`config.mk`:
```
export PLATFORM = sky130hd
export DESIGN_NAME = sfi_guard_sequencer_flat
export DESIGN_NICKNAME = d
export VERILOG_FILES = /design/src/rtl/sfi_pkg.sv /design/src/rtl/sfi_guard_sequencer_if.sv /design/src/rtl/sfi_opcode_decode.sv /design/src/rtl/sfi_guard_sequencer.sv /design/src/flat_wrapper.sv
export SDC_FILE = /design/constraint.sdc
export NUM_CORES = 1
export LEC_CHECK = 0
export CORE_MARGIN = 10
export CORE_UTILIZATION = 35
export CTS_CLUSTER_SIZE = 25
export DETAILED_ROUTE_END_ITERATION = 16
export GPL_TIMING_DRIVEN = 0
export PLACE_DENSITY = 0.7
export SYNTH_ARGS = -nofsm -noshare
export SYNTH_HDL_FRONTEND = slang
export SYNTH_HIERARCHICAL = 1
export SYNTH_SLANG_ARGS = --single-unit
```
`constraint.sdc`:
```
create_clock -name clk -period 2.27 [get_ports clk]
set_input_delay 0.5675 -clock clk [delete_from_list [all_inputs] [get_ports clk]]
set_output_delay 0.5675 -clock clk [all_outputs]
set_load 0.01 [all_outputs]
```
`src/rtl/sfi_pkg.sv`:
```
// rtl/sfi_pkg.sv - shared constants, state type and opcode helper for the SFI guard sequencer
// Purpose : opcode field position, the guarded (memory-access) opcode set,
//           the sequencer state encoding and a guarded-opcode predicate.
// Ports   : none (package).
package sfi_pkg;

    localparam int OPC_LSB = 26;
    localparam int OPC_W   = 6;

    localparam logic [OPC_W-1:0] OPC_GRD_40 = 6'd40;
    localparam logic [OPC_W-1:0] OPC_GRD_41 = 6'd41;
    localparam logic [OPC_W-1:0] OPC_GRD_42 = 6'd42;
    localparam logic [OPC_W-1:0] OPC_GRD_43 = 6'd43;
    localparam logic [OPC_W-1:0] OPC_GRD_44 = 6'd44;
    localparam logic [OPC_W-1:0] OPC_GRD_45 = 6'd45;
    localparam logic [OPC_W-1:0] OPC_GRD_46 = 6'd46;
    localparam logic [OPC_W-1:0] OPC_GRD_56 = 6'd56;
    localparam logic [OPC_W-1:0] OPC_GRD_60 = 6'd60;
    localparam logic [OPC_W-1:0] OPC_GRD_63 = 6'd63;

    typedef enum logic [1:0] {
        IDLE  = 2'd0,
        RUN   = 2'd1,
        DRAIN = 2'd2,
        TRAP  = 2'd3
    } state_t;

    function automatic logic opc_is_guarded(input logic [OPC_W-1:0] opc);
        return opc inside {OPC_GRD_40, OPC_GRD_41, OPC_GRD_42, OPC_GRD_43, OPC_GRD_44,
                           OPC_GRD_45, OPC_GRD_46, OPC_GRD_56, OPC_GRD_60, OPC_GRD_63};
    endfunction

endpackage

```
`src/rtl/sfi_guard_sequencer_if.sv`:
```
// rtl/sfi_guard_sequencer_if.sv - instruction-word stream bundle for the SFI guard sequencer
// Purpose : groups the input and output valid/ready word streams.
// Ports   : in_valid/in_ready/in_data   upstream word stream
//           out_valid/out_ready/out_data/out_guard  downstream word stream
// Modports: master = stream source/sink (fetch side + execute side)
//           slave  = the sequencer
interface sfi_guard_sequencer_if #(
    parameter int DATA_W = 64
);
    logic              in_valid;
    logic              in_ready;
    logic [DATA_W-1:0] in_data;
    logic              out_valid;
    logic              out_ready;
    logic [DATA_W-1:0] out_data;
    logic              out_guard;

    modport master (
        output in_valid, in_data, out_ready,
        input  in_ready, out_valid, out_data, out_guard
    );

    modport slave (
        input  in_valid, in_data, out_ready,
        output in_ready, out_valid, out_data, out_guard
    );
endinterface

```
`src/rtl/sfi_opcode_decode.sv`:
```
// rtl/sfi_opcode_decode.sv - combinational guarded-opcode classifier
// Purpose : flags words whose opcode field selects a memory access.
// Ports   : in_data    in  DATA_W  instruction word
//           is_guarded out 1       opcode is in the guarded set
module sfi_opcode_decode
    import sfi_pkg::*;
#(
    parameter int DATA_W = 64
) (
    input  logic [DATA_W-1:0] in_data,
    output logic              is_guarded
);
    // Only the opcode field matters; the rest of the word is deliberately ignored.
    logic [DATA_W-1:0] unused_in_data;
    assign unused_in_data = in_data;

    assign is_guarded = opc_is_guarded(in_data[OPC_LSB +: OPC_W]);
endmodule

```
`src/rtl/sfi_guard_sequencer.sv`:
```
// rtl/sfi_guard_sequencer.sv - SFI address-guard sequencer between decode and execute
// Purpose : start/stop FSM, sandbox tag register, one-stage guarded output
//           register and saturating emit statistics.
// Ports   : clk, rst_n (async, active low)
//           start/stop pulses, busy status
//           cfg_we/cfg_tag_in tag write (IDLE only), cfg_err reject pulse
//           bus (slave) in/out word streams, out_guard marks rewritten words
//           guard_cnt/total_cnt saturating emit counters
//           trap/trap_clr tag-mismatch trap (only with SFI_TRAP_EN)
// Config  : `define SFI_TRAP_EN enables the tag-mismatch trap; otherwise
//           trap is 0 and trap_clr is ignored.
module sfi_guard_sequencer
    import sfi_pkg::*;
#(
    parameter int              DATA_W    = 64,
    parameter int              TAG_W     = 8,
    parameter int              CNT_W     = 32,
    parameter logic [TAG_W-1:0] RESET_TAG = 8'hA2
) (
    input  logic                 clk,
    input  logic                 rst_n,
    input  logic                 start,
    input  logic                 stop,
    output logic                 busy,
    input  logic                 cfg_we,
    input  logic [TAG_W-1:0]     cfg_tag_in,
    output logic                 cfg_err,
    output logic [CNT_W-1:0]     guard_cnt,
    output logic [CNT_W-1:0]     total_cnt,
    output logic                 trap,
    input  logic                 trap_clr,
    sfi_guard_sequencer_if.slave bus
);
    localparam logic [CNT_W-1:0] CNT_MAX = {CNT_W{1'b1}};
    localparam logic [CNT_W-1:0] CNT_ONE = {{(CNT_W-1){1'b0}}, 1'b1};

    state_t            state_q, state_d;
    logic [TAG_W-1:0]  tag_q, tag_d;
    logic              out_valid_q, out_valid_d;
    logic [DATA_W-1:0] out_data_q, out_data_d;
    logic              out_guard_q, out_guard_d;
    logic [CNT_W-1:0]  guard_cnt_q, guard_cnt_d;
    logic [CNT_W-1:0]  total_cnt_q, total_cnt_d;
    logic              cfg_err_q, cfg_err_d;
    logic              trap_q, trap_d;

    logic is_guarded;
    logic in_ready;
    logic in_hs;
    logic out_hs;
    logic trap_hit;

    sfi_opcode_decode #(.DATA_W(DATA_W)) u_decode (
        .in_data    (bus.in_data),
        .is_guarded (is_guarded)
    );

`ifndef SFI_TRAP_EN
    logic unused_trap_clr;
    assign unused_trap_clr = trap_clr;
`endif

    always_comb begin
        state_d     = state_q;
        tag_d       = tag_q;
        out_valid_d = out_valid_q;
        out_data_d  = out_data_q;
        out_guard_d = out_guard_q;
        guard_cnt_d = guard_cnt_q;
        total_cnt_d = total_cnt_q;
        trap_d      = trap_q;
        in_ready    = 1'b0;
        // A rejected write is reported one cycle later, regardless of the state it lands in next.
        cfg_err_d   = cfg_we && (state_q != IDLE);
        out_hs      = out_valid_q && bus.out_ready;

        unique case (state_q)
            IDLE: begin
                if (cfg_we) tag_d = cfg_tag_in;
                if (start)  state_d = RUN;
            end
            RUN: begin
                in_ready = !out_valid_q || bus.out_ready;
                if (stop) state_d = DRAIN;
            end
            DRAIN: begin
                if (!out_valid_q || out_hs) state_d = IDLE;
            end
            TRAP: begin
`ifdef SFI_TRAP_EN
                // stop is ignored here; only trap_clr leaves TRAP.
                if (trap_clr) begin
                    state_d = IDLE;
                    trap_d  = 1'b0;
                end
`else
                state_d = IDLE;
`endif
            end
            default: state_d = IDLE;
        endcase

        in_hs = bus.in_valid && in_ready;

`ifdef SFI_TRAP_EN
        trap_hit = in_hs && is_guarded && (bus.in_data[DATA_W-1 -: TAG_W] != tag_q);
`else
        trap_hit = 1'b0;
`endif

        if (out_hs) begin
            out_valid_d = 1'b0;
            if (total_cnt_q != CNT_MAX) total_cnt_d = total_cnt_q + CNT_ONE;
            if (out_guard_q && (guard_cnt_q != CNT_MAX)) guard_cnt_d = guard_cnt_q + CNT_ONE;
        end

        if (trap_hit) begin
            // Offending word is consumed but never reaches the output register.
            state_d = TRAP;
            trap_d  = 1'b1;
        end else if (in_hs) begin
            out_valid_d = 1'b1;
            out_guard_d = is_guarded;
            out_data_d  = is_guarded ? {tag_q, bus.in_data[DATA_W-TAG_W-1:0]} : bus.in_data;
        end
    end

    always_ff @(posedge clk or negedge rst_n) begin
        if (!rst_n) begin
            state_q     <= IDLE;
            tag_q       <= RESET_TAG;
            out_valid_q <= 1'b0;
            out_data_q  <= '0;
            out_guard_q <= 1'b0;
            guard_cnt_q <= '0;
            total_cnt_q <= '0;
            cfg_err_q   <= 1'b0;
            trap_q      <= 1'b0;
        end else begin
            state_q     <= state_d;
            tag_q       <= tag_d;
            out_valid_q <= out_valid_d;
            out_data_q  <= out_data_d;
            out_guard_q <= out_guard_d;
            guard_cnt_q <= guard_cnt_d;
            total_cnt_q <= total_cnt_d;
            cfg_err_q   <= cfg_err_d;
            trap_q      <= trap_d;
        end
    end

    assign busy          = (state_q != IDLE);
    assign cfg_err       = cfg_err_q;
    assign guard_cnt     = guard_cnt_q;
    assign total_cnt     = total_cnt_q;
    assign trap          = trap_q;
    assign bus.in_ready  = in_ready;
    assign bus.out_valid = out_valid_q;
    assign bus.out_data  = out_data_q;
    assign bus.out_guard = out_guard_q;
endmodule
```
`src/flat_wrapper.sv`:
```
// flat-port wrapper written by rule: the top's interface ports become plain ports
module sfi_guard_sequencer_flat import sfi_pkg::*;
#(
    parameter int              DATA_W    = 64,
    parameter int              TAG_W     = 8,
    parameter int              CNT_W     = 32,
    parameter logic [TAG_W-1:0] RESET_TAG = 8'hA2
)
  (clk, rst_n, start, stop, busy, cfg_we, cfg_tag_in, cfg_err, guard_cnt, total_cnt, trap, trap_clr, bus_in_valid, bus_in_data, bus_out_ready, bus_in_ready, bus_out_valid, bus_out_data, bus_out_guard);
  sfi_guard_sequencer_if #(.DATA_W(DATA_W)) bus_i ();
  input  logic clk;
  input  logic rst_n;
  input  logic start;
  input  logic stop;
  output logic busy;
  input  logic cfg_we;
  input  logic [TAG_W-1:0] cfg_tag_in;
  output logic cfg_err;
  output logic [CNT_W-1:0] guard_cnt;
  output logic [CNT_W-1:0] total_cnt;
  output logic trap;
  input  logic trap_clr;
  input wire logic [$bits(bus_i.in_valid)-1:0] bus_in_valid;
  input wire logic [$bits(bus_i.in_data)-1:0] bus_in_data;
  input wire logic [$bits(bus_i.out_ready)-1:0] bus_out_ready;
  output wire logic [$bits(bus_i.in_ready)-1:0] bus_in_ready;
  output wire logic [$bits(bus_i.out_valid)-1:0] bus_out_valid;
  output wire logic [$bits(bus_i.out_data)-1:0] bus_out_data;
  output wire logic [$bits(bus_i.out_guard)-1:0] bus_out_guard;
  assign bus_i.in_valid = bus_in_valid;
  assign bus_i.in_data = bus_in_data;
  assign bus_i.out_ready = bus_out_ready;
  assign bus_in_ready = bus_i.in_ready;
  assign bus_out_valid = bus_i.out_valid;
  assign bus_out_data = bus_i.out_data;
  assign bus_out_guard = bus_i.out_guard;
  sfi_guard_sequencer #(.DATA_W(DATA_W), .TAG_W(TAG_W), .CNT_W(CNT_W), .RESET_TAG(RESET_TAG)) u_core (.clk(clk), .rst_n(rst_n), .start(start), .stop(stop), .busy(busy), .cfg_we(cfg_we), .cfg_tag_in(cfg_tag_in), .cfg_err(cfg_err), .guard_cnt(guard_cnt), .total_cnt(total_cnt), .trap(trap), .trap_clr(trap_clr), .bus(bus_i));
endmodule
```
# [Yosys cells after proc, flatten, opt, wreduce, memory -nomap -nowiden]
# Cells that the tools add are included.
[op_classes] eq_ne=18 reduce_logical=15 muxes=8 n_addsub=2
[ops] operator="$add A32 B1 Y32 const B" count=2
[ops] operator="$mux W64" count=1
[ops] operator="$ne A32 B32 Y1 const B" count=2
[ops] operator="$eq A6 B6 Y1 const B" count=10
[ops] operator="$reduce_bool A10 Y1" count=1
[ops] operator="$pmux W2 S4" count=1
[ops] operator="$mux W2" count=3
[ops] operator="$reduce_and A2 Y1" count=3
[ops] operator="$eq A2 B2 Y1 const B" count=2
[ops] operator="$logic_and A1 B1 Y1" count=4
[ops] operator="$ne A2 B2 Y1 const B" count=2
[ops] operator="$reduce_bool A2 Y1" count=2
[ops] operator="$mux W1" count=3
[ops] operator="$reduce_and A3 Y1" count=1
[ops] operator="$eq A2 B1 Y1 const B" count=1
[ops] operator="$logic_not A2 Y1" count=1
[ops] operator="$logic_or A1 B1 Y1" count=2
[ops] operator="$ne A2 B1 Y1 const B" count=1
[ops] operator="$logic_not A1 Y1" count=1
[word_totals] word_cells=51 ff_bits=141 out_inout_bits=134

# [Longest topological paths before layout]
# Gate-level depths: netlist (run 1).
[logic_depth] ltp_word=5 mapped_depth=8 ltp_nobuf=6

# [By module]
# The synthesis (run 1) kept the hierarchy.
[by_module_without_submodules] mod="sfi_guard_sequencer" area_per_inst_um2=6168.4 cells_per_inst=468 seq_area_each_um2=3532.1 instances=1
[by_module_without_submodules] mod="sfi_opcode_decode" area_per_inst_um2=41.3 cells_per_inst=7 seq_area_each_um2=0.0 instances=1

# [Least setup slack after synthesis (run 1)]
# No wires, ideal clock.
[synth_timing] path_kind="flip-flop to flip-flop" start="register u_core.out_valid_q, in the netlist u_core/bus.out_valid" end="register u_core.out_data_q[10], in the netlist u_core/bus.out_data[10]" n_path_buf=2 setup_slack_ns=0.327 stages_incl_launch_ff=7 arrival_time_ns=1.815 setup_ns=0.128 t_required_ns=2.142 cell_sequence="dfrtp_1 > nor2b_1 > nor3b_1 > nand2_1 > clkbuf_1 > buf_2 > mux2_1"
[synth_between] elab_chain_cells=4
[synth_rtl] element="from (decl)" line="sfi_guard_sequencer.sv:39" source="logic out_valid_q, out_valid_d;"
[synth_rtl] element="from (signal assigned)" line="sfi_guard_sequencer.sv:142" source="out_valid_q <= out_valid_d;"
[synth_rtl] element="$logic_not A1 Y1" line="sfi_guard_sequencer.sv:83" source="in_ready = !out_valid_q || bus.out_ready;"
[synth_rtl] element="$logic_or A1 B1 Y1" line="sfi_guard_sequencer.sv:83"
[synth_rtl] element="$mux W1" line="sfi_guard_sequencer.sv:77" source="unique case (state_q)"
[synth_rtl] element="via bus_in_ready" line="flat_wrapper.sv:26" source="output wire logic [$bits(bus_i.in_ready)-1:0] bus_in_ready;"
[synth_rtl] element="$logic_and A1 B1 Y1" line="sfi_guard_sequencer.sv:103" source="in_hs = bus.in_valid && in_ready;"
[synth_rtl] element="to (signal assigned)" line="sfi_guard_sequencer.sv:143" source="out_data_q <= out_data_d;"
[synth_rtl] element="to (decl)" line="sfi_guard_sequencer.sv:40" source="logic [DATA_W-1:0] out_data_q, out_data_d;"
# The timed path passes the listed nets, and every way through them passes these cells.
# A chain may end at the register's enable or synchronous reset.

# [Worst setup path in the final report (run 1)]
[layout_timing] start="input port bus_out_ready" end="register u_core.guard_cnt_q[28], in the netlist u_core/guard_cnt[28]"
[layout_between] elab_chain_cells=2
[layout_rtl] element="from (decl)" line="flat_wrapper.sv:25" source="input wire logic [$bits(bus_i.out_ready)-1:0] bus_out_ready;"
[layout_rtl] element="$logic_and A1 B1 Y1" line="sfi_guard_sequencer.sv:75" source="out_hs = out_valid_q && bus.out_ready;"
[layout_rtl] element="$reduce_and A2 Y1 (no source line)"
[layout_rtl] element="to (signal assigned)" line="sfi_guard_sequencer.sv:145" source="guard_cnt_q <= guard_cnt_d;"
[layout_rtl] element="to (decl)" line="sfi_guard_sequencer.sv:42" source="logic [CNT_W-1:0] guard_cnt_q, guard_cnt_d;"
# No other way between the ends.

==> results of run 1 <==
==> registers in the layout, summed over array words and instances, names as in the netlist <==
name	cells
u_core/bus.out_data	64
u_core/tag_q	8
u_core/state_q	2
u_core/bus.out_guard	1
u_core/cfg_err	1
u_core/bus.out_valid	1
u_core/total_cnt	32
u_core/guard_cnt	32
==> power by group through the flow <==
stage	Combinational, uW	Sequential (uW)	Clock [uW]
after floorplan	700	3870	0
after global placement	2670	3600	0
after detailed placement	2720	3630	0
after CTS	2730	3610	3030
after global routing	2860	3700	3130
final	2670	3600	2950
==> synthesized netlist by cell type, types with 2 or more instances <==
cell type	number
a21oi_1	2
and2_1	6
and3_1	12
and4_1	9
and4_4	2
buf_2	7
buf_6	3
clkbuf_1	3
dfrtp_1	138
dfstp_2	3
ha_1	2
inv_1	4
mux2_1	29
mux2_2	38
mux2i_1	9
nand2_1	31
nand2b_1	2
nand3_1	29
nand3b_1	2
nand4_1	25
nand4_4	3
nand4b_1	4
nor2_1	11
nor2b_1	2
nor3_1	3
nor3_2	2
nor4_1	3
nor4_2	2
o21ai_0	9
xnor2_1	51
xor2_1	10
==> repair_timing <==
action                     CTS  global route
setup endpoints to repair   64             3
resized for setup            6             3
pin swaps                    0             1
cloned                       0             0
==> final cells by class <==
| class | instances | area share |
|---|---|---|
| clock inverters | 13 | 0.0204 |
| multi-input cells | 315 | 0.278 |
| inverters | 4 | 0.00162 |
| flip-flops and latches | 141 | 0.382 |
| repair buffers | 212 | 0.231 |
| well taps | 225 | 0.0304 |
| plain buffers | 15 | 0.0100 |
| clock buffers | 19 | 0.0468 |
==> final timing paths <==
kind	to	start	cells after the start	slack [ns]
max	u_core/guard_cnt[28]$_DFFE_PN0P_	bus_out_ready	7	0.17
min	u_core/bus.out_data[18]$_DFFE_PN0P_	rst_n	1	0.18
max reg2reg	u_core/guard_cnt[28]$_DFFE_PN0P_	u_core/guard_cnt[0]$_DFFE_PN0P_	6	0.20
min reg2reg	u_core/bus.out_data[56]$_DFFE_PN0P_	u_core/bus.out_data[56]$_DFFE_PN0P_	2	0.48
max in group asynchronous	u_core/guard_cnt[5]$_DFFE_PN0P_	rst_n	2	1.30
min in group clk	u_core/bus.out_data[56]$_DFFE_PN0P_	u_core/bus.out_data[56]$_DFFE_PN0P_	2	0.48
==> stage by stage <==
step                      cell area (um2)  power [uW]  utilization  setup WS, ns
after floorplan                      6210        4570            -         0.327
after global placement               8600        6270        0.496         -4.94
after detailed placement             8630        6360        0.497        -0.796
after CTS                            9260        9370        0.533       0.00210
after global routing                 9260        9690        0.533       0.00258
final                                9260        9220        0.533         0.168
==> worst register-to-register path: stages, from the launching register on <==
cell       delay [ns]
dfrtp_1          0.43
ha_1             0.29
nand3_1          0.15
nor2_1           0.09
a2111oi_4        0.62
nand3_1          0.20
xnor2_1          0.17
==> logic make-up (layout without fill, tap and decap cells) <==
| group | Yosys count | in the layout |
|---|---|---|
| AO/OA/AOI/OAI | 18 | 18 |
| adder cells (fa/ha/maj) | 2 | 2 |
| flip-flops | 141 | 141 |
| buffers and inverters | 19 | 263 |
| multiplexers | 76 | 76 |
| XOR/XNOR | 61 | 61 |
| AND/OR/NAND/NOR | 157 | 157 |
| other | 1 | 1 |
==> metal layers <==
metal  GRT usage  part of all wire  vias to the layer above
met5           0                 0                        -
li1            -                 -                     2161
met4      0.0395            0.0082                        0
met3      0.0693             0.088                       12
met1       0.171              0.41                     2328
met2       0.240              0.49                      143
==> results.py, run 1 <==
metrics = {
    "run_status": {
        "status": "complete, no violations",
    },
    "global_routing": {
        "grt_first_pass_wirelength_mm": 27.9,
        "grt_max_degree": 74,
        "grt_pass1_vias": 5042,
        "antenna_found_initial": 0,
        "grt_usage": 0.148,
        "overflow": 0,
    },
    "clock_tree": {
        "cts.sinks": 141,
        "clk_pin_slew_worst_paths_ns": 0.06,
        "insertion_delay_ns": 0.42,
        "h-tree-depth": 4,
        "cts_root_buf": "clkbuf_16",
        "cts_buffer_depth": 2,
        "cts_buffers": 17,
        "hold_buffers": 0,
        "cts_tree": "yes",
        "post_cts_buffers": 0,
    },
    "sta": {
        "slew_viol_final": 0,
        "max_freq_mhz": 476,
        "rsz0062_at_grt": "no",
        "period_needed_ns": 2.10,
        "slew_headroom": 0.511,
        "timing.final.crit_share": 0.926,
        "hold_viol": 0,
        "setup_viol": 0,
        "hold_slack_ns": 0.178,
        "tns_ns": 0,
        "max_slew.worst_pin.slew_ns": 0.730,
        "clock_skew_ns": 0.00734,
    },
    "synth": {
        "synthesis.nets": 557,
        "synthMuxAreaShare": 0.136,
        "synth-simple-area-share": 0.161,
        "synthAdderAreaFrac": 0.00403,
        "syn_area_per_cell_um2": 13.1,
        "seq_area_frac_synth": 0.569,
        "synth_compound_area_frac": 0.0262,
        "synth_top_family_by_area": "simple AND/OR/NAND/NOR gates",
        "syn-instance-count": 475,
        "yosys-top-cells-area": "dfrtp_1 (56%), xnor2_1 (7.2%), mux2_2 (6.9%), mux2_1 (5.3%), nand4_1 (2.5%)",
        "synth_xor_area_frac": 0.0860,
        "ys_types": 50,
        "async_flop_share": 1.00,
        "synth_top_cell_by_area": "dfrtp_1",
        "synth-edff-count": 0,
        "syn_area_um2": 6210,
        "synth-seq-cells": 141,
        "ys.flop_type": "dfrtp_1",
        "yosys_warnings": 6,
        "synthDominantCellAreaShare": 0.556,
    },
    "finish": {
        "nets": 788,
        "n_antenna_cell": 0,
        "area_growth_pct": 49.0,
        "seq_area_um2": 3530,
        "mostFrequentLayoutCells": "clkdlybuf4s50_1 (207), dfrtp_1 (137), xnor2_1 (51)",
        "final_common_cell": "clkdlybuf4s50_1",
        "final_cells": 944,
        "multi_input_area_um2": 2580,
        "drive_gt1_frac": 0.152,
        "nFillCells": 1451,
    },
    "floorplan": {
        "num_rows": 48,
        "coreArea_um2": 17400,
        "dieHeight_um": 153,
        "design.die.area_um2": 23500,
        "start_util": 0.358,
        "die-width_um": 153,
        "io-pin-count": 214,
    },
    "detailed_routing": {
        "dr.pass1.iters": 4,
        "wirelength_mm": 17.4,
        "drt_iter0_drc": 210,
        "drcViolationCount": 0,
        "routed_via_density": 4.92,
        "drtAntennaViolNets": 0,
        "drt-wirelength-per-cell_um": 18.4,
        "vias": 4644,
    },
    "setup_path": {
        "start_kind": "input port",
        "critPathSlowestCell": "a2111oi_4",
        "cp_top_family": "compound AO/OA/AOI/OAI gates",
        "cp.arrival_ns": 2.40,
        "cp-end-kind": "register",
        "path_common_cell": "nand3_1",
        "crit_chain": "clkdlybuf4s15_1 -> and3_1 -> buf_2 -> nand3_1 -> a2111oi_4 -> nand3_1 -> xnor2_1",
        "crit_buf_inv": 2,
        "worstPathRequired_ns": 2.57,
        "path_max_fanout": 7,
        "critPathKind": "input port to register",
        "slowest_delay_ns": 0.61,
    },
    "place": {
        "portBuffers": 211,
        "dp_cells": 912,
        "finalWeightedCongestion": 0.818,
        "dp_hpwl_mm": 13.1,
    },
    "power": {
        "combPwrFrac": 0.290,
        "pwr_density_cell_nw_per_um2": 996,
        "seqPwrFrac": 0.390,
        "max-vdd-ir-drop_mv": 0.528,
        "pwr-share-clk": 0.320,
        "p_sw_uw": 2590,
        "intPower_uw": 6630,
        "switching_share": 0.281,
        "p_leak_uw": 0.00382,
    },
    "job": {
        "maxCapViolCount": 0,
    },
    "worst_hold_path": {
        "min_path_type": "input port to async pin",
    },
}
No activity file was read; power rests on OpenSTA's default activity.
==> inputs of run 2 (changes only) <==
--- a/config.mk
+++ b/config.mk
@@ -7,10 +7,11 @@
 export LEC_CHECK = 0
 export CORE_MARGIN = 10
 export CORE_UTILIZATION = 35
+export CTS_CLUSTER_DIAMETER = 120
 export CTS_CLUSTER_SIZE = 25
 export DETAILED_ROUTE_END_ITERATION = 16
-export GPL_TIMING_DRIVEN = 0
 export PLACE_DENSITY = 0.7
+export SLEW_MARGIN = 10
 export SYNTH_ARGS = -nofsm -noshare
 export SYNTH_HDL_FRONTEND = slang
 export SYNTH_HIERARCHICAL = 1
==> results.py, run 2 (synthesis gave the netlist of run 1 again) <==
metrics = {
    "global_routing": {
        "antenna_found_initial": 0,
        "grt_usage": 0.145,
        "overflow": 0,
        "grt_first_pass_wirelength_mm": 27.7,
        "grt_pass1_vias": 5038,
        "grt_max_degree": 54,
    },
    "setup_path": {
        "path_max_fanout": 3,
        "reg2reg_depth": 5,
        "start_kind": "input port",
        "cp.arrival_ns": 1.55,
        "worstPathRequired_ns": 1.70,
        "cp-end-kind": "output pin",
        "critPathKind": "input port to output pin",
    },
    "floorplan": {
        "coreArea_um2": 17400,
        "io-pin-count": 214,
        "dieHeight_um": 153,
        "die-width_um": 153,
        "num_rows": 48,
        "design.die.area_um2": 23500,
        "start_util": 0.358,
    },
    "sta": {
        "max_slew.worst_pin.slew_ns": 0.531,
        "rsz0062_at_grt": "no",
        "slew_headroom": 0.646,
        "slew_viol_final": 0,
        "hold_viol": 0,
        "clock_skew_ns": 0.00970,
        "max_freq_mhz": 473,
        "timing.final.crit_share": 0.931,
        "setup_viol": 0,
        "period_needed_ns": 2.11,
        "hold_slack_ns": 0.0837,
    },
    "power": {
        "p_sw_uw": 2560,
        "max-vdd-ir-drop_mv": 0.636,
        "seqPwrFrac": 0.391,
        "pwr-share-clk": 0.318,
        "intPower_uw": 6650,
        "p_leak_uw": 0.00390,
        "pwr_density_cell_nw_per_um2": 984,
        "combPwrFrac": 0.291,
        "switching_share": 0.278,
    },
    "finish": {
        "largest_reg_flops": 64,
        "n_antenna_cell": 0,
        "mostFrequentLayoutCells": "clkdlybuf4s50_1 (208), dfrtp_1 (138), xnor2_1 (51)",
        "nets": 794,
        "final_cells": 948,
        "final_area_um2": 9350,
        "drive_gt1_frac": 0.165,
        "nFillCells": 1472,
        "area_growth_pct": 50.6,
        "final_common_cell": "clkdlybuf4s50_1",
    },
    "clock_tree": {
        "cts_buffer_depth": 2,
        "cts.sinks": 141,
        "hold_buffers": 0,
        "cts_root_buf": "clkbuf_16",
        "clk_pin_slew_worst_paths_ns": 0.06,
        "h-tree-depth": 4,
        "cts_tree": "yes",
        "insertion_delay_ns": 0.42,
        "cts_buffers": 17,
    },
    "place": {
        "dpl_cell_area_um2": 8730,
        "dp_hpwl_mm": 13.0,
        "dp_cells": 918,
        "finalWeightedCongestion": 0.820,
        "portBuffers": 211,
    },
    "detailed_routing": {
        "routed_via_density": 4.91,
        "drt-wirelength-per-cell_um": 17.9,
        "vias": 4655,
        "dr.pass1.iters": 4,
        "drt_iter0_drc": 175,
        "wirelength_mm": 17.0,
        "drtAntennaViolNets": 0,
        "drcViolationCount": 0,
    },
    "run_status": {
        "status": "complete, no violations",
    },
    "worst_hold_path": {
        "min_path_type": "input port to async pin",
    },
    "job": {
        "maxCapViolCount": 0,
    },
}
run 2: layout make-up:
class	instances	area, um2	share of cell area
inverters	4	15.0	0.00161
repair buffers	233	2330	0.249
multi-input cells	315	2580	0.276
well taps	225	282	0.0301
flip-flops and latches	141	3530	0.378
clock inverters	13	193	0.0206
clock buffers	17	425	0.0455
run 2: power groups by stage:
stage	Clock, uW	Combinational (uW)	Sequential [uW]
2_1_floorplan	0	700	3870
3_3_place_gp	0	2690	3600
6_report	2930	2670	3600
5_1_grt	3110	2870	3700
4_1_cts	2990	2740	3610
3_5_place_dp	0	2730	3640
run 2: timing repair:
item / 4_1_cts / 5_1_grt
gates resized for setup: 3 / 3
buffers inserted: 0 / 0
endpoints found under the hold margin: 0 / 0
cloned: 0 / 0
setup endpoints to repair: 1 / 2
pin swaps: 0 / 0
run 2: worst max-delay path: stages:
cell	delay [ns]
clkdlybuf4s50_1	0.50
nor2b_2	0.08
nor3b_2	0.21
clkbuf_2	0.19
run 2: stage by stage:
| stage | TNS, ns | total power [uW] | util | setup slack (ns) |
|---|---|---|---|---|
| floorplan | 0 | 4570 | - | 0.327 |
| global placement | -1.97 | 6290 | 0.503 | -0.399 |
| detailed placement | -2.84 | 6360 | 0.503 | -0.373 |
| CTS | 0 | 9340 | 0.539 | 0.00577 |
| global route | 0 | 9680 | 0.539 | 0.0928 |
| finish | 0 | 9200 | 0.539 | 0.157 |
run 2: routing by layer:
metal / GRT usage / part of all wire
met1: 0.167 / 0.41
met2: 0.234 / 0.49
met3: 0.0693 / 0.082
met4: 0.0413 / 0.015
met5: 0 / 0
run 2: worst paths after layout:
| kind | from | end | slack [ns] |
|---|---|---|---|
| setup / recovery | bus_out_ready | bus_in_ready | 0.16 |
| max in group asynchronous | rst_n | u_core/tag_q[1]$_DFFE_PN1P_ | 1.47 |
| setup reg to reg | u_core/guard_cnt[2]$_DFFE_PN0P_ | u_core/guard_cnt[1]$_DFFE_PN0P_ | 0.29 |
| hold / removal | rst_n | u_core/bus.out_data[24]$_DFFE_PN0P_ | 0.08 |
| min in group clk | u_core/bus.out_data[56]$_DFFE_PN0P_ | u_core/bus.out_data[56]$_DFFE_PN0P_ | 0.49 |
| hold reg to reg | u_core/bus.out_data[56]$_DFFE_PN0P_ | u_core/bus.out_data[56]$_DFFE_PN0P_ | 0.49 |
==> inputs of run 3 (changes only) <==
--- a/config.mk
+++ b/config.mk
@@ -11,7 +11,7 @@
 export CTS_CLUSTER_SIZE = 25
 export DETAILED_ROUTE_END_ITERATION = 16
 export PLACE_DENSITY = 0.7
-export SLEW_MARGIN = 10
+export SLEW_MARGIN = 20
 export SYNTH_ARGS = -nofsm -noshare
 export SYNTH_HDL_FRONTEND = slang
 export SYNTH_HIERARCHICAL = 1
==> constraint.sdc (replaced) <==
create_clock -name clk -period 2 [get_ports clk]
set_input_delay 0.5 -clock clk [delete_from_list [all_inputs] [get_ports clk]]
set_output_delay 0.5 -clock clk [all_outputs]
set_load 0.01 [all_outputs]
==> results.py, run 3 (synthesis gave the netlist of run 1 again) <==
metrics = {
    "clock_tree": {
        "clk_pin_slew_worst_paths_ns": 0.06,
        "hold_buffers": 0,
        "cts_root_buf": "clkbuf_16",
        "cts_buffer_depth": 2,
        "h-tree-depth": 4,
        "cts.sinks": 141,
        "insertion_delay_ns": 0.41,
        "cts_buffers": 17,
        "cts_tree": "yes",
    },
    "job": {
        "maxCapViolCount": 0,
    },
    "sta": {
        "max_freq_mhz": 513,
        "setup_viol": 0,
        "period_needed_ns": 1.95,
        "slew_viol_final": 0,
        "hold_viol": 0,
        "clock_skew_ns": 0.00973,
        "timing.final.crit_share": 0.974,
        "rsz0062_at_grt": "no",
    },
    "global_routing": {
        "grt_max_degree": 47,
        "antenna_found_initial": 0,
        "overflow": 0,
        "grt_usage": 0.149,
        "grt_pass1_vias": 5248,
        "grt_first_pass_wirelength_mm": 28.6,
    },
    "floorplan": {
        "design.die.area_um2": 23500,
        "num_rows": 48,
        "coreArea_um2": 17400,
        "dieHeight_um": 153,
        "start_util": 0.358,
        "io-pin-count": 214,
        "die-width_um": 153,
    },
    "finish": {
        "nets": 812,
        "area_growth_pct": 53.2,
        "largest_reg_flops": 64,
        "n_antenna_cell": 0,
        "final_common_cell": "clkdlybuf4s50_1",
        "final_cells": 967,
        "mostFrequentLayoutCells": "clkdlybuf4s50_1 (201), dfrtp_1 (129), xnor2_1 (51)",
        "drive_gt1_frac": 0.197,
    },
    "worst_hold_path": {
        "min_path_type": "input port to async pin",
    },
    "detailed_routing": {
        "dr.pass1.iters": 6,
        "drcViolationCount": 0,
        "drt-wirelength-per-cell_um": 18.2,
        "wirelength_mm": 17.6,
        "vias": 4684,
        "routed_via_density": 4.84,
        "drt_iter0_drc": 177,
        "drtAntennaViolNets": 0,
    },
    "power": {
        "power_uw": 10500,
        "max-vdd-ir-drop_mv": 0.798,
        "pwr_density_cell_nw_per_um2": 1100,
        "p_leak_uw": 0.00406,
    },
    "place": {
        "finalWeightedCongestion": 0.817,
        "dp_cells": 932,
        "dp_hpwl_mm": 13.6,
        "portBuffers": 211,
    },
    "setup_path": {
        "rrSetupSlack_ns": 0.12,
        "reg2reg_depth": 5,
        "critPathKind": "register to output pin",
        "r2r-end": "u_core/total_cnt[31]$_DFFE_PN0P_",
        "crit-reg2reg-launch": "u_core/total_cnt[10]$_DFFE_PN0P_",
        "cp-end-kind": "output pin",
        "path_max_fanout": 3,
        "worstPathRequired_ns": 1.50,
        "start_kind": "register",
        "cp.arrival_ns": 1.45,
    },
    "run_status": {
        "status": "complete, no violations",
    },
}
-- run 3: layout make-up --
| type | count | area [um2] |
|---|---|---|
| Clock buffer | 18 | 429 |
| Inverter | 4 | 15.0 |
| Multi-Input combinational cell | 315 | 2600 |
| Sequential cell | 141 | 3540 |
| Tap cell | 225 | 282 |
| Fill cell | 1469 | 7850 |
| Clock inverter | 13 | 169 |
| Timing Repair Buffer | 251 | 2480 |
-- run 3: power by group --
group | switching, uW | internal [uW] | total (uW)
clock network | 1240 | 1960 | 3210
registers | 427 | 3610 | 4040
logic | 1300 | 1920 | 3210
-- run 3: worst max-delay path by stage --
stage                                          start                             endpoint  slack [ns]  cells past startpoint
floorplan           u_core/bus.out_valid$_DFFE_PN0P_  u_core/bus.out_data[10]$_DFFE_PN0P_        0.06                      6
global placement                       bus_out_ready                         bus_in_ready       -0.60                      4
detailed placement                     bus_out_ready                         bus_in_ready       -0.63                      4
CTS                  u_core/guard_cnt[0]$_DFFE_PN0P_                         guard_cnt[0]       0.008                      2
global route         u_core/guard_cnt[1]$_DFFE_PN0P_                         guard_cnt[1]      0.0002                      2
finish               u_core/total_cnt[0]$_DFFE_PN0P_                         total_cnt[0]        0.05                      2
-- run 3: per-layer routing --
| layer | global-route usage | wire [um] | up-vias |
|---|---|---|---|
| li1 | - | - | 2211 |
| met1 | 0.168 | 7020 | 2319 |
| met2 | 0.250 | 8920 | 138 |
| met3 | 0.0685 | 1460 | 16 |
| met4 | 0.0404 | 248 | 0 |
| met5 | 0 | 0 | - |
-- run 3: worst max-delay path: stages, from the launching register on --
cell	delay, ns
dfrtp_1	0.35
buf_4	0.13
clkdlybuf4s50_1	0.57
-- run 3: stage by stage --
step | setup slack, ns | instance area, um2 | util | hold slack (ns) | setup TNS, ns
2_1_floorplan | 0.0572 | 6210 | - | 0.204 | 0
3_3_place_gp | -0.601 | 8850 | 0.510 | 0.447 | -27.14
3_5_place_dp | -0.627 | 8850 | 0.510 | 0.453 | -31.71
4_1_cts | 0.00787 | 9460 | 0.545 | 0.00644 | 0
5_1_grt | 0.000236 | 9510 | 0.548 | 0.0166 | 0
6_report | 0.0522 | 9510 | 0.548 | 0.00232 | 0
-- run 3: what timing repair did --
item	4_1_cts	5_1_grt
setup buffers	2	2
setup endpoints to repair	12	15
gates resized for setup	14	11
pin swaps	2	2
endpoints found under the hold margin	0	0
